`src/rtl/mmu.sv`:
```
// rtl/mmu.sv - virtual-to-physical translation, byte strobes and read alignment between CPU and RAM
//
// Purpose:
//   Translates 16-bit CPU virtual addresses through a 16-entry page table
//   {W, V, frame}. Generates byte-lane strobes and duplicated write data for
//   RAM. Aligns and optionally sign-extends the read data that RAM returns one
//   cycle later. Page table, index, map enable and fault status are reached
//   over three IO ports starting at IO_BASE.
//
// Configuration macro:
//   MMU_PROTECT_EN - when defined, W bits are stored and writes to W=0 pages
//                    fault. When undefined, every page is writable.
//
// Ports:
//   i_clk, i_rst          clock, asynchronous active-high reset
//   i_cpu_*               CPU access: address, byte/word, write, data, sign-extend
//   o_cpu_read_data       aligned read data (RAM data delayed by one cycle)
//   i_io_write/addr/wdata IO port write strobe, port number and data
//   o_io_rdata            status word on IO_BASE+2, otherwise 0
//   o_ram_*               physical word address, write enable, byte strobes, data
//   i_ram_rdata           RAM read data, one cycle after the address
//   o_fault               sticky fault flag
module mmu #(
   parameter int         FRAME_W = 8,
   parameter logic [7:0] IO_BASE = 8'h10
) (
   input  logic               i_clk,
   input  logic               i_rst,
   input  logic [15:0]        i_cpu_addr,
   input  logic               i_cpu_byte_enable,
   input  logic               i_cpu_write_enable,
   input  logic [15:0]        i_cpu_write_data,
   input  logic               i_cpu_sign_extend,
   output logic [15:0]        o_cpu_read_data,
   input  logic               i_io_write,
   input  logic [7:0]         i_io_addr,
   input  logic [15:0]        i_io_wdata,
   output logic [15:0]        o_io_rdata,
   output logic [10+FRAME_W:0] o_ram_addr,
   output logic               o_ram_we,
   output logic [1:0]         o_ram_be,
   output logic [15:0]        o_ram_wdata,
   input  logic [15:0]        i_ram_rdata,
   output logic               o_fault
);

   localparam int         PA_W    = 12 + FRAME_W;
   localparam logic [7:0] IO_IDX  = IO_BASE;
   localparam logic [7:0] IO_TBL  = IO_BASE + 8'd1;
   localparam logic [7:0] IO_STAT = IO_BASE + 8'd2;

   logic [FRAME_W-1:0] r_frame [16];
   logic [15:0]        r_valid;
   logic [3:0]         r_index;
   logic               r_map_en;
   logic               r_fault;
   logic [15:0]        r_fault_vaddr;

   // Read-return state captured in the access cycle, used when RAM data arrives.
   logic               r_lane;
   logic               r_byte;
   logic               r_sext;
   logic               r_rfault;

   logic [3:0]         w_page;
   logic               w_writable;
   logic               w_fault;
   logic [PA_W-1:0]    w_paddr;
   logic [7:0]         w_byte_sel;
   logic               w_io_idx;
   logic               w_io_tbl;
   logic               w_io_stat;
   logic               w_unused;

   assign w_page    = i_cpu_addr[15:12];
   assign w_io_idx  = i_io_write && (i_io_addr == IO_IDX);
   assign w_io_tbl  = i_io_write && (i_io_addr == IO_TBL);
   assign w_io_stat = i_io_write && (i_io_addr == IO_STAT);

`ifdef MMU_PROTECT_EN
   logic [15:0] r_writable;

   always_ff @(posedge i_clk or posedge i_rst) begin
      if (i_rst) begin
         r_writable <= '0;
      end else if (w_io_tbl) begin
         r_writable[r_index] <= i_io_wdata[15];
      end
   end

   assign w_writable = r_writable[w_page];
`else
   assign w_writable = 1'b1;
`endif

   assign w_fault = r_map_en && (!r_valid[w_page] || (i_cpu_write_enable && !w_writable));
   assign w_paddr = r_map_en ? {r_frame[w_page], i_cpu_addr[11:0]} : PA_W'(i_cpu_addr);

   assign o_ram_addr  = w_paddr[PA_W-1:1];
   assign o_ram_we    = i_cpu_write_enable && !w_fault && !i_rst;
   assign o_ram_be    = !i_cpu_byte_enable ? 2'b11 : (i_cpu_addr[0] ? 2'b10 : 2'b01);
   assign o_ram_wdata = i_cpu_byte_enable ? {2{i_cpu_write_data[7:0]}} : i_cpu_write_data;

   always_ff @(posedge i_clk or posedge i_rst) begin
      if (i_rst) begin
         for (int i = 0; i < 16; i++) begin
            r_frame[i] <= '0;
         end
         r_valid  <= '0;
         r_index  <= '0;
         r_map_en <= 1'b0;
      end else begin
         if (w_io_idx) begin
            r_index <= i_io_wdata[3:0];
         end
         if (w_io_tbl) begin
            r_frame[r_index] <= i_io_wdata[FRAME_W-1:0];
            r_valid[r_index] <= i_io_wdata[14];
         end
         if (w_io_stat) begin
            r_map_en <= i_io_wdata[0];
         end
      end
   end

   // Clear is written first so that a fault in the same cycle wins.
   always_ff @(posedge i_clk or posedge i_rst) begin
      if (i_rst) begin
         r_fault       <= 1'b0;
         r_fault_vaddr <= '0;
      end else begin
         if (w_io_stat && i_io_wdata[1]) begin
            r_fault <= 1'b0;
         end
         if (w_fault) begin
            r_fault <= 1'b1;
            if (!r_fault) begin
               r_fault_vaddr <= i_cpu_addr;
            end
         end
      end
   end

   always_ff @(posedge i_clk or posedge i_rst) begin
      if (i_rst) begin
         r_lane   <= 1'b0;
         r_byte   <= 1'b0;
         r_sext   <= 1'b0;
         r_rfault <= 1'b0;
      end else begin
         r_lane   <= i_cpu_addr[0];
         r_byte   <= i_cpu_byte_enable;
         r_sext   <= i_cpu_sign_extend;
         r_rfault <= w_fault && !i_cpu_write_enable;
      end
   end

   assign w_byte_sel = r_lane ? i_ram_rdata[15:8] : i_ram_rdata[7:0];

   always_comb begin
      o_cpu_read_data = i_ram_rdata;
      if (r_rfault) begin
         o_cpu_read_data = 16'h0000;
      end else if (r_byte) begin
         o_cpu_read_data = {{8{r_sext && w_byte_sel[7]}}, w_byte_sel};
      end
   end

   assign o_io_rdata = (i_io_addr == IO_STAT) ?
                       {r_fault_vaddr[15:3], 1'b0, r_fault, r_map_en} : 16'h0000;
   assign o_fault    = r_fault;

   // Bits that the port map deliberately leaves unread.
   assign w_unused = ^{i_io_wdata, r_fault_vaddr[2:0], w_paddr[0]};

endmodule

```
`config.mk`:
```
export PLATFORM = sky130hd
export DESIGN_NAME = mmu
export DESIGN_NICKNAME = d
export VERILOG_FILES = /design/src/rtl/mmu.sv
export SDC_FILE = /design/constraint.sdc
export NUM_CORES = 1
export LEC_CHECK = 0
export CAP_MARGIN = 20
export CORE_UTILIZATION = 47
export DETAILED_ROUTE_END_ITERATION = 7
export PLACE_DENSITY = 0.74
export SKIP_LAST_GASP = 1
export SLEW_MARGIN = 20
export SYNTH_ARGS = -nofsm -noshare
export SYNTH_HDL_FRONTEND = slang
export SYNTH_SLANG_ARGS = --single-unit
```
`constraint.sdc`:
```
create_clock -name i_clk -period 5.9 [get_ports i_clk]
set_input_delay 1.18 -clock i_clk [delete_from_list [all_inputs] [get_ports i_clk]]
set_output_delay 1.18 -clock i_clk [all_outputs]
set_load 0.01 [all_outputs]
```
==> summary by stage <==
Status
The run finished with clean final reports.

Clock network
The clock drives about 170 sinks. The post-cts gate resize count is 0. The number of clock buffers inserted by TritonCTS is 17. The H-tree was split into 4 levels. The clock tree buffer depth is 2. The TritonCTS clock tree is built. The count of buffers added by post-CTS timing repair for setup is 0. After clock tree synthesis, the flow added hold-fix buffers numbering 0.

After clock tree synthesis, the clock-pin slew on the worst setup and hold paths is around 0.06 ns. Clock tree synthesis selected as its root buffer the cell sky130_fd_sc_hd__clkbuf_16. The worst-skew pair later-pin latency is roughly 0.42 ns.

Detailed routing
The per-cell routed wire length is approximately 21 um. For this block, the initial DRC count from the detailed router was around 240. The first detailed-routing pass ran for 4 iterations.

Using the TritonRoute via totals, the vias-per-cell ratio works out to about 5.6. The detailed-route DRC error count is 0. The routed layout has about 5,000 vias. The count of nets left with antenna violations once routing finished came out at 0. The routed wire length is ~19,000 um.

Synthesis
By area the synthesized netlist is led by sky130_fd_sc_hd__dfrtp_1, sky130_fd_sc_hd__mux2_2, sky130_fd_sc_hd__mux4_2, sky130_fd_sc_hd__mux2_4, sky130_fd_sc_hd__mux2i_1. Summed over all instances, the cell type with the most area after synthesis is sky130_fd_sc_hd__dfrtp_1. In the synthesized netlist the async set-or-reset flop fraction comes to 100%. The mapped cell area is slightly above 8000 um2. The post-synthesis instance total is ~570. Synthesis inferred ~170 register bits. Sorting the synthesized cells by how often they occur yields sky130_fd_sc_hd__dfrtp_1, sky130_fd_sc_hd__mux2_2, sky130_fd_sc_hd__mux4_2. The total of warnings raised by yosys is 0. Counting every net in the synthesized netlist gives 650. The area share of the leading cell type in the synthesized netlist is between 50% and 60%. The flip-flop cell with the highest count after synthesis is sky130_fd_sc_hd__dfrtp_1. The average cell area after synthesis is about 15 um2. The netlist uses 37 different library cells. Yosys mapped a number of flops with a built-in enable equal to 0. The most frequently used cell type in the post-synthesis netlist is sky130_fd_sc_hd__dfrtp_1. The fraction of the yosys area taken by sequential cells is approximately half.

Floorplan
The horizontal die dimension is approximately 140 um. The row count is 48. The die height is around 140 um.

The core outline area is roughly 17,000 um2. The die area is 18,200 um2. The number of primary I/O pins is around 150. The effective utilization at floorplan is 48.1%.

Timing
The post-layout minimum cycle time is between 4 and 5 ns. The worst clock skew on the final layout is between 0.008 and 0.009 ns. The worst pin sits at a relative slew slack of roughly a third.

For this run, the top clock speed supported by timing is around 210 MHz. In the finished design, the share of the clock period the worst path needs comes to between 80% and 90%. The final number of max-transition violations came to 0.

The post-route setup TNS is 0 ns. For the pin with the worst max-slew slack, the measured transition is about 1.0 ns. Setup repair after global routing left no endpoint under its margin. The hold violation total from the final report is 0. The final count of negative-setup-slack endpoints is 0.

Place
The HPWL after detailed placement is between 10,000 and 15,000 um. The count of buffers added on input and output ports is around 140. Once placement completed, the tool counted placed cells totaling just under 900. The global placer's final weighted congestion is ~0.76.

Global routing
For this run, the total global-route usage over all layers was measured as 21.8%. The initial antenna violation count is 0. The first-pass GRT wire length is about 30,000 um. The pin count of the biggest net entering global routing is between 100 and 150. Global routing finished with a remaining overflow of 0. The via count of the first global-routing pass is 5,337.

Critical path
The setup check on the worst reg-to-reg path leaves a slack of ~3.6 ns. The endpoint of the most critical register-to-register path is r_frame[15]$_DFFE_PP0P_. In this run the worst path has a maximum fanout of 23. The type of destination of the critical path is a primary output. Traced cell by cell, the critical path runs through clkdlybuf4s50_1 -> buf_4 -> nand3b_1 -> nand4_1 -> a22o_1 -> nor3b_1 -> clkdlybuf4s50_1. At the worst endpoint, the required time is 4.72 ns.

The data arrival time at the worst-slack endpoint is 3.60 ns. The most prevalent standard cell on the critical path is sky130_fd_sc_hd__clkdlybuf4s50_1. The number of buffer and inverter stages on the critical path is 3. Counting cells, the worst reg-to-reg path comes to 3.

The slowest stage of the critical path is the sky130_fd_sc_hd__clkdlybuf4s50_1 cell. By startpoint and endpoint, the worst setup path is classified as input pin to primary output. The worst reg2reg path startpoint is r_index[0]$_DFFE_PP0P_. The kind of cell with the highest combined delay along the critical path is buffers and inverters.

The startpoint type of the worst setup path is an input pin. In this design, the stage delay of the slowest critical-path cell is 0.58 ns.

Hold path
The startpoint of the most critical hold path is r_fault_vaddr[12]$_DFFE_PP0P_. The worst hold path belongs to the class register to register. The worst-case hold path end point is r_fault_vaddr[12]$_DFFE_PP0P_. Counting instances, the worst hold path has a depth of 1.

Layout
The repair_antennas step left the layout with diodes totalling 0. From synthesis to final layout, the design area changed by 23.7%. The fraction of layout cells with a size suffix above 1 is 38.4%. At the end of the flow, the number of nets in the layout was 754. After the flow finishes, the layout carries non-filler instances totaling 913.

Pwr
The power per cell area is ~250 nW/um2. The leakage power figure is 4.80 nW. IR analysis of the VDD net gives a maximum drop of about 0.00018 V.

Job
The max capacitance violation total is 0.
cells in the final DEF (no fill, tap or decap), types with 3 or more instances in the layout:
master                            count
sky130_fd_sc_hd__nand3b_1             3
sky130_fd_sc_hd__a21oi_1             11
sky130_fd_sc_hd__mux2i_1             21
sky130_fd_sc_hd__o21a_1               8
sky130_fd_sc_hd__and2_1              15
sky130_fd_sc_hd__nand2b_1             7
sky130_fd_sc_hd__buf_4                6
sky130_fd_sc_hd__a22o_1               3
sky130_fd_sc_hd__nor3_4              10
sky130_fd_sc_hd__mux2_2             155
sky130_fd_sc_hd__nand3_1             10
sky130_fd_sc_hd__clkdlybuf4s50_1    135
sky130_fd_sc_hd__nor2_1               4
sky130_fd_sc_hd__clkinv_4             3
sky130_fd_sc_hd__clkbuf_16           17
sky130_fd_sc_hd__mux4_2              33
sky130_fd_sc_hd__nand2_1             23
sky130_fd_sc_hd__mux2_4              18
sky130_fd_sc_hd__o22ai_1              4
sky130_fd_sc_hd__dfrtp_1            167
sky130_fd_sc_hd__clkinv_2             3
power breakdown:
part	internal (mW)	total, mW	switching, mW
Sequential	1.19	1.22	0.0288
Combinational	0.149	0.272	0.123
Clock	0.644	1.08	0.438
Total	1.99	2.58	0.590
stage by stage:
step	instance area [um2]	hold WS [ns]	setup slack (ns)	util, %	total power [mW]
2_1_floorplan	8320	0.464	0.202	-	1.39
3_3_place_gp	9710	0.482	1.16	56.1	1.51
3_5_place_dp	9710	0.488	1.09	56.1	1.52
4_1_cts	10300	0.501	1.09	59.5	2.60
5_1_grt	10300	0.515	1.01	59.5	2.66
6_report	10300	0.500	1.12	59.5	2.58
layout make-up:
cell class	count	area [um2]
clock buffer	20	457
clock inverter	11	125
fill	1291	7010
inverter	3	16.3
multi-input combinational	344	3810
sequential	167	4180
tap	225	282
timing repair buffer	143	1420
registers in the layout, summed over array words and instances (netlist names):
signal	flops
r_sext	1
r_byte	1
o_fault	1
r_frame	128
r_index	4
r_rfault	1
r_map_en	1
r_valid	16
r_fault_vaddr	13
r_lane	1
logic make-up (layout without fill, tap and decap cells):
group           count (synthesis)  in the layout  share of synthesized area [%]
simple gates                   86             86                           7.67
other cells                     1              1                         0.0451
compound gates                 30             30                           2.32
mux                           227            227                           35.7
buf+inv                        61            177                           4.02
flops                         167            167                           50.2
worst register-to-register path, cell delays in order, from the launching register on:
cell	delay, ns
sky130_fd_sc_hd__dfrtp_1	0.49
sky130_fd_sc_hd__nand2b_1	0.36
sky130_fd_sc_hd__nor3_2	0.89
sky130_fd_sc_hd__mux2_2	0.43
worst max-delay path by stage:
| stage | start | endpoint | slack (ns) | cells past startpoint |
|---|---|---|---|---|
| 6_report | i_cpu_addr[13] | o_ram_we | 1.12 | 7 |
| 5_1_grt | i_cpu_addr[13] | o_ram_we | 1.01 | 7 |
| 4_1_cts | i_cpu_addr[13] | o_ram_we | 1.09 | 7 |
| 3_5_place_dp | i_cpu_addr[13] | o_ram_we | 1.09 | 8 |
| 3_3_place_gp | i_cpu_addr[13] | o_ram_we | 1.16 | 7 |
| 2_1_floorplan | i_rst | o_fault$_DFFE_PP0P_ | 0.20 | 1 |
metal layers:
| metal | routed length [um] | share of wire, % | track usage (%) | up-vias |
|---|---|---|---|---|
| li1 | - | - | - | 2278 |
| met1 | 7760 | 41 | 26.4 | 2728 |
| met2 | 10000 | 53 | 39.4 | 119 |
| met3 | 718 | 3.8 | 4.09 | 22 |
| met4 | 254 | 1.4 | 6.18 | 0 |
| met5 | 0 | 0 | 0 | - |
Note: power is estimated with default switching activity, not from simulation.
